**config.mk**
```make
export PLATFORM = sky130hd
export DESIGN_NAME = reg_temp_prom
export DESIGN_NICKNAME = d
export VERILOG_FILES = /design/src/rtl/reg_temp_prom_pkg.sv /design/src/rtl/buf_circ_temp.sv /design/src/rtl/reg_temp_prom.sv
export SDC_FILE = /design/constraint.sdc
export NUM_CORES = 1
export LEC_CHECK = 0
export BUFFER_PORTS_ARGS = -buffer_cell sky130_fd_sc_hd__buf_4
export CELL_PAD_IN_SITES_DETAIL_PLACEMENT = 1
export CELL_PAD_IN_SITES_GLOBAL_PLACEMENT = 2
export CORE_MARGIN = 3
export CORE_UTILIZATION = 38
export CTS_CLUSTER_DIAMETER = 30
export DETAILED_ROUTE_END_ITERATION = 10
export PLACE_DENSITY = 0.87
export SLEW_MARGIN = 15
export SYNTH_ARGS = -nofsm -noshare
export SYNTH_HDL_FRONTEND = slang
export SYNTH_HIERARCHICAL = 1
export SYNTH_SLANG_ARGS = --single-unit
```
**constraint.sdc**
```tcl
create_clock -name clk -period 2.7 [get_ports clk]
set_input_delay 0 -clock clk [delete_from_list [all_inputs] [get_ports clk]]
set_output_delay 0 -clock clk [all_outputs]
set_load 0.1 [all_outputs]
```
**src/rtl/reg_temp_prom_pkg.sv**
```systemverilog
// Shared constants for the temperature sample register: default geometry and code limits.
package reg_temp_prom_pkg;

  localparam int unsigned W_DEF     = 3;
  localparam int unsigned DEPTH_DEF = 4;
  localparam int unsigned LOG2D_DEF = 2;

  // Temperature code range for the default width.
  localparam logic [W_DEF-1:0] TEMP_CODE_MIN = '0;
  localparam logic [W_DEF-1:0] TEMP_CODE_MAX = '1;

endpackage

```
**src/rtl/buf_circ_temp.sv**
```systemverilog
// DEPTH x W circular sample history: owns the write pointer, fill count and the full flag.
module buf_circ_temp
  import reg_temp_prom_pkg::*;
#(
  parameter int unsigned W     = W_DEF,
  parameter int unsigned DEPTH = DEPTH_DEF,
  parameter int unsigned LOG2D = LOG2D_DEF
) (
  input  logic         clk,
  input  logic         reset,
  input  logic         clr,
  input  logic         wr,
  input  logic [W-1:0] wr_data,
  output logic [W-1:0] old_data_c,
  output logic         empty_c,
  output logic         full_next_c,
  output logic         lleno
);

  localparam int unsigned CW = LOG2D + 1;

  logic [W-1:0]       hist [DEPTH];
  logic [LOG2D-1:0]   wr_ptr;
  logic [CW-1:0]      count;
  logic               wr_ok_c;

  // Slot about to be overwritten; read before the write lands.
  assign old_data_c  = hist[wr_ptr];
  assign empty_c     = (count == '0);
  assign full_next_c = ((count + CW'(1)) >= CW'(DEPTH));
  assign wr_ok_c     = wr & ~reset & ~clr;

  always_ff @(posedge clk) begin
    if (reset || clr) begin
      wr_ptr <= '0;
      count  <= '0;
      lleno  <= 1'b0;
    end else if (wr) begin
      wr_ptr <= wr_ptr + LOG2D'(1);
      if (!lleno) count <= count + CW'(1);
      lleno  <= full_next_c;
    end
  end

  // Storage is never read before written, so it carries no reset.
  always_ff @(posedge clk) begin
    if (wr_ok_c) hist[wr_ptr] <= wr_data;
  end

endmodule

```
**src/rtl/reg_temp_prom.sv**
```systemverilog
// Latest-sample register with windowed moving average and running max/min since clear.
module reg_temp_prom
  import reg_temp_prom_pkg::*;
#(
  parameter int unsigned W     = W_DEF,
  parameter int unsigned DEPTH = DEPTH_DEF,
  parameter int unsigned LOG2D = LOG2D_DEF
) (
  input  logic         clk,
  input  logic         reset,
  input  logic         leer,
  input  logic [W-1:0] dato,
  input  logic         clear_hist,
  output logic [W-1:0] temp,
  output logic [W-1:0] temp_prom,
  output logic [W-1:0] temp_max,
  output logic [W-1:0] temp_min,
  output logic         lleno,
  output logic         prom_valido
);

  localparam int unsigned SW = W + LOG2D;

  logic [W-1:0]  old_data_c;
  logic          empty_c;
  logic          full_next_c;
  logic [SW-1:0] sum;
  logic [SW-1:0] sum_next_c;
  logic [SW-1:0] sum_avg_c;

  buf_circ_temp #(
    .W     (W),
    .DEPTH (DEPTH),
    .LOG2D (LOG2D)
  ) u_buf (
    .clk         (clk),
    .reset       (reset),
    .clr         (clear_hist),
    .wr          (leer),
    .wr_data     (dato),
    .old_data_c  (old_data_c),
    .empty_c     (empty_c),
    .full_next_c (full_next_c),
    .lleno       (lleno)
  );

  // Window sum: add the new sample, retire the evicted one once the window is full.
  always_comb begin
    sum_next_c = sum + SW'(dato);
    if (lleno) sum_next_c = sum_next_c - SW'(old_data_c);
    sum_avg_c  = sum_next_c >> LOG2D;
  end

  always_ff @(posedge clk) begin
    if (reset) begin
      temp        <= '0;
      temp_prom   <= '0;
      temp_max    <= '0;
      temp_min    <= '1;
      prom_valido <= 1'b0;
      sum         <= '0;
    end else if (clear_hist) begin
      temp_prom   <= '0;
      temp_max    <= '0;
      temp_min    <= '1;
      prom_valido <= 1'b0;
      sum         <= '0;
    end else if (leer) begin
      temp        <= dato;
      sum         <= sum_next_c;
      temp_prom   <= full_next_c ? W'(sum_avg_c) : '0;
      prom_valido <= full_next_c;
      // First sample after reset/clear seeds both extremes.
      if (empty_c) begin
        temp_max <= dato;
        temp_min <= dato;
      end else begin
        if (dato > temp_max) temp_max <= dato;
        if (dato < temp_min) temp_min <= dato;
      end
    end
  end

endmodule

```
# == Word-level counts from Yosys, hierarchy flattened ==
# Memories as Yosys holds them, arrays and structs flattened. A register that Yosys moved wholly into a read port is not among the register bits.
# Index checks and enable logic that the tools add are counted.
# word_totals
ff_bits,24
latch_bits,0
ramBits,12
mem_bits_ro,0
inputBits,7
elab_cells,41
memories,1
# mem_list
memory,depth,width,read_ports,rd_ports_with_merged_regs,wr,line,text
u_buf.hist,4,3,1,1,1,buf_circ_temp.sv:22,logic [W-1:0] hist [DEPTH];
# classes
add_sub_neg,4
n_mul,0
n_div,0
order_cmp,3
eq_ne,0
n_shift,0
mux,10
bitwise,5
reduce_logical,9
# ops
op,n
$mux W3,5
$reduce_and A2 Y1,4
$add A5 B3 Y5,1
$mux W5,1
$sub A5 B3 Y5,1
$mux W2,2
$reduce_bool A2 Y1,2
$add A3 B1 Y3 const B,1
$ge A3 B3 Y1 const B,1
$gt A3 B3 Y1,1
$logic_not A3 Y1,1
$lt A3 B3 Y1,1
$not A1 Y1,3
$add A2 B1 Y2 const B,1
$and A1 B1 Y1,2
$mux W1,2
$reduce_or A2 Y1,1
$logic_or A1 B1 Y1,1

# == Longest topological paths before layout ==
# depth
depth_word,5
ltp_mapped,10

# == Cells and area by module ==
# The synthesis kept the hierarchy.
# modules_own_cells
module,instances,cells_each,area_per_inst_um2,seq_area_each_um2
reg_temp_prom,1,119,1113.6,360.3
buf_circ_temp,1,58,848.3,520.5

# == Worst setup path before layout ==
# OpenSTA, ideal clock, no wires.
# synth_timing
path_type,register to register
startpoint,register temp_max[1]
endpoint,register temp_max[0]
setup_ns,0.087
t_arrival_ns,2.182
required_ns,2.613
path_slack_ns,0.431
stages_incl_launch_ff,8
period_less_slack_ns,2.269
cell_sequence,dfxtp_1 > inv_1 > ha_1 > nor2b_1 > o21a_1 > o311ai_2 > nand3_1 > o31ai_1
# synth_via
elab_chain_len,3
# synth_lines
item,line,text
start: declaration,reg_temp_prom.sv:16,"output logic [W-1:0] temp_max,"
start signal: assignment,reg_temp_prom.sv:75,temp_max <= dato;
start signal: assignment,reg_temp_prom.sv:78,if (dato > temp_max) temp_max <= dato;
$gt A3 B3 Y1,reg_temp_prom.sv:78,
$reduce_bool A2 Y1 (no source line),n/a,
$reduce_and A2 Y1 (no source line),n/a,
# No other way between the ends.
# A chain may end at the register's enable or synchronous reset.

# == Final worst setup path ==
# layout_timing
startpoint,input dato[0]
endpoint,register sum[3]
# layout_via
elab_chain_len,3
# layout_lines
item,line,text
start: declaration,reg_temp_prom.sv:12,"input logic [W-1:0] dato,"
$add A5 B3 Y5 *,reg_temp_prom.sv:49,sum_next_c = sum + SW'(dato);
$sub A5 B3 Y5,reg_temp_prom.sv:50,if (lleno) sum_next_c = sum_next_c - SW'(old_data_c);
$mux W5 *,reg_temp_prom.sv:50,
end signal: assignment,reg_temp_prom.sv:70,sum <= sum_next_c;
end: declaration,reg_temp_prom.sv:27,logic [SW-1:0] sum;
# Mark *: on every way between the ends. The rest lies on a longest branch, timed or not.

==> implementation parameters <==
Parameter                              Value

Logic synthesis
  Number of enable flip-flop cells after synthesis ... 12
  Netlist cell types ... 36
  Fraction of the yosys area taken by sequential cells ... 44.9%
  Cell type with the largest total area after synthesis ... dfxtp_1
  Portion of synthesized cell area occupied by the leading cell type ... 26.5%
  Syn nets ... 204
  Synth Warn # ... 6
  Arithmetic-cell share of the synthesized area counting full adders, half adders and majority gates ... 13.5%
  Combinational family with the most area after synthesis ... simple AND/OR/NAND/NOR gates
  Synthesized instance count ... 177
  Most used flip-flop cell after synthesis ... dfxtp_1
  Proportion of synthesized flip-flops having asynchronous set or reset ... 0%
  Avg Synthesized Cell Area ... 11.1 µm²
  Cell types with the largest area share after synthesis ... dfxtp_1, edfxtp_1, ha_1
  Complex-gate fraction of the synthesized area ... 9.38%
  Area share of and/or/nand/nor cells after synthesis ... 14.0%
  Xor-xnor portion of the synthesized cell area ... 4.85%
  Mux contribution to synthesized area ... 9.69%
  Combined area of all synthesized cells ... 0.00196 mm²
  Register bit count reported by yosys ... 38

STA
  Max-slew violation count ... 0
  Clock skew ... 4.79 ps
  Slew Limit Headroom ... 48.8%
  RSZ-0062 raised after global routing ... no
  Setup violations, final ... 0
  Achievable frequency ... 406 MHz
  Post-layout min period ... 2470 ps
  Final period util ... 91.3%
  Slew of the pin with the lowest slew margin ... 765 ps
  Post-route setup TNS ... 0 ps
  Fin. Hold Viols ... 0

Place
  Buffers added on ports ... 20
  Weighted congestion reported at the end of routability-driven placement ... 0.725
  Detail Placement HPWL ... 3380 µm
  Placed Cells incl. Taps ... 260
  Placed Area ... 0.00218 mm²

Final layout
  Total non-filler cell area in the finished layout ... 0.00229 mm²
  Number of nets in the layout ... 230
  Fraction of layout cells with a size suffix above 1 ... 17.6%
  Top library cells by usage in the layout, fill and taps aside ... dfxtp_1, buf_4, nor2_1, ha_1, inv_1
  Area of the multi-input gates ... 0.00101 mm²
  Sequential cell area ... 881 µm²
  Final antenna diode count ... 0
  Leading cell type in the layout, fill and taps excluded ... dfxtp_1
  Relative area change from synthesis to final layout ... 16.8%
  Filler instances ... 545
  Number of standard cells in the final layout excluding fillers ... 271

Route
  Via density per instance ... 5.10
  Drt first-iter violations ... 27
  Routed via count ... 1383
  Post-route DRC ... 0
  Post-route ant nets ... 0
  Overall routed net length ... 4480 µm
  Pre-Repair DR Iteration Count ... 3
  Routed length per placed instance ... 16.5 µm

Floorplan
  Floorplan die height ... 77.9 µm
  Number of I/O pins ... 21
  Core Box Area ... 0.00485 mm²
  Row count ... 25
  Width of the chip ... 77.9 µm
  Initial Utilization ... 40.5%
  Die Outline Area ... 0.00606 mm²

Worst hold path
  Depth of the worst hold-timing path ... 1
  Hold Path Origin ... dato[1]
  Hold worst-path end ... u_buf/hist[2][1]
  Class of the tightest hold or removal check ... in -> reg

GRT
  GRT Resource Usage Total ... 15.8%
  Grt total ovfl ... 0
  Vias in the first global route ... 1504
  Maximum number of pins on one net before global-route repair ... 27
  Global-route wire length before repair ... 7330 µm
  Initial antenna violation count ... 0

Run
  Number of max-capacitance violations reported ... 0

Worst setup path
  Number of cell instances on the worst register-to-register path ... 9
  Most frequent CP cell ... ha_1
  Category of the worst setup path capture point ... flop
  Data required time of the critical path ... 2880 ps
  Kind of start point of the critical path ... input port
  Number of cells on the critical path ... 11
  Family with the most delay on the worst path ... adder cells
  Critical R2R Capture ... sum[3]
  Type of the setup path with the least slack ... in -> reg
  CP max FO ... 9
  Minimum setup slack among reg-to-reg paths ... 390 ps
  Reg-to-reg critical path startpoint ... sum[0]
  Biggest cell delay along the critical path ... 560 ps
  Critical-path top delay cell ... dlygate4sd3_1
  Cell chain of the critical path ... dlygate4sd3_1, buf_4, ha_1, fa_1, xor2_1, ha_1, nand3b_1, nand3_1, xor2_2, a21oi_1, a31o_2
  Number of buffers and inverters on the critical path ... 2
  Arrival time at the worst endpoint ... 2650 ps

CTS
  CTS tree ... yes
  CTS Buf Count ... 5
  Clock transition at the register clock pins on the worst setup and hold paths after CTS ... 80 ps
  Max H-tree Level ... 2
  Clock latency on the worst-skew pair ... 290 ps
  Clk Tree Root Cell ... clkbuf_8
  Number of buffers between clock root and the deepest sink ... 2
  Clk sinks ... 38

Power
  Maximum vdd ir drop ... 0.000232 V
  Total power consumption of the routed design ... 1.18 mW
  Areal power density over the cells ... 516 mW/mm²
  Leakage Power ... 0.973 nW

Status
  Result of the run ... complete, no violations
==> registers in the layout, indices dropped and copies added (netlist names), named ones only <==
| name | flops |
|---|---|
| u_buf/wr_ptr | 2 |
| temp_max | 3 |
| temp_prom | 3 |
| u_buf/count | 3 |
| sum | 5 |
| u_buf/lleno | 1 |
| temp | 3 |
| temp_min | 3 |
| prom_valido | 1 |
| u_buf/hist | 12 |
==> logic make-up (layout without fill, tap and decap cells) <==
| family | count (synthesis) | after routing |
|---|---|---|
| adder cells (fa/ha/maj) | 20 | 20 |
| buffers and inverters | 18 | 45 |
| multiplexers | 14 | 14 |
| XOR/XNOR | 10 | 10 |
| flip-flops | 38 | 38 |
| AND/OR/NAND/NOR | 55 | 55 |
| AO/OA/AOI/OAI | 22 | 22 |
==> layer usage <==
layer  track usage [%]  share of wire [%]
met5                 0                  0
met4              4.45                1.3
met2              29.5                 54
met1              17.3                 42
met3              4.18                2.3
==> cell usage after synthesis, types with 4 or more instances <==
cell type and count:
nand3b_1 4, ha_1 18, nand2_1 10, xnor2_1 6
mux2i_1 10, a21oi_1 4, dfxtp_1 26, nor2_1 19
nand2b_1 5, edfxtp_1 12, and3_1 4, inv_1 14
nand3_1 5
==> worst max-delay path by stage <==
| stage | from | endpoint | slack [ps] |
|---|---|---|---|
| floorplan | temp_max[1] | temp_max[0] | 430 |
| CTS | dato[0] | sum[3] | 250 |
| detailed placement | sum[0] | sum[3] | 390 |
| global placement | sum[0] | sum[3] | 470 |
| global route | dato[0] | sum[3] | 100 |
| finish | dato[0] | sum[3] | 230 |
==> repair_timing <==
| action | in CTS | in global routing |
|---|---|---|
| setup endpoints to repair | 0 | 0 |
| setup buffers | 0 | 0 |
| hold buffers | 3 | 0 |
| hold endpoints to repair | 11 | 0 |
| gates resized for setup | 0 | 0 |
==> stage by stage <==
stage | util, % | setup WS, ps | hold slack [ps]
CTS | 47.3 | 253 | 25.5
detailed placement | 44.9 | 388 | 234
floorplan | - | 431 | 72.4
global placement | 44.9 | 465 | 217
global route | 47.3 | 98.8 | 28.6
finish | 47.3 | 234 | 23.6
==> report_power, final <==
group          leakage [nW]  internal (mW)  switching (mW)  total, mW
clock network        0.0416          0.177           0.201      0.378
registers             0.320          0.601          0.0101      0.611
logic                 0.612         0.0674           0.126      0.194
total                 0.973          0.845           0.338       1.18
==> cell type report <==
cell class | instances | share of cell area (%)
Clock inverter | 3 | 0.710
Tap cell | 67 | 3.66
Multi-Input combinational cell | 121 | 44.1
Clock buffer | 5 | 3.00
Sequential cell | 38 | 38.4
Timing Repair Buffer | 23 | 7.86
Inverter | 14 | 2.29
Power figures use the tool's default switching activity.
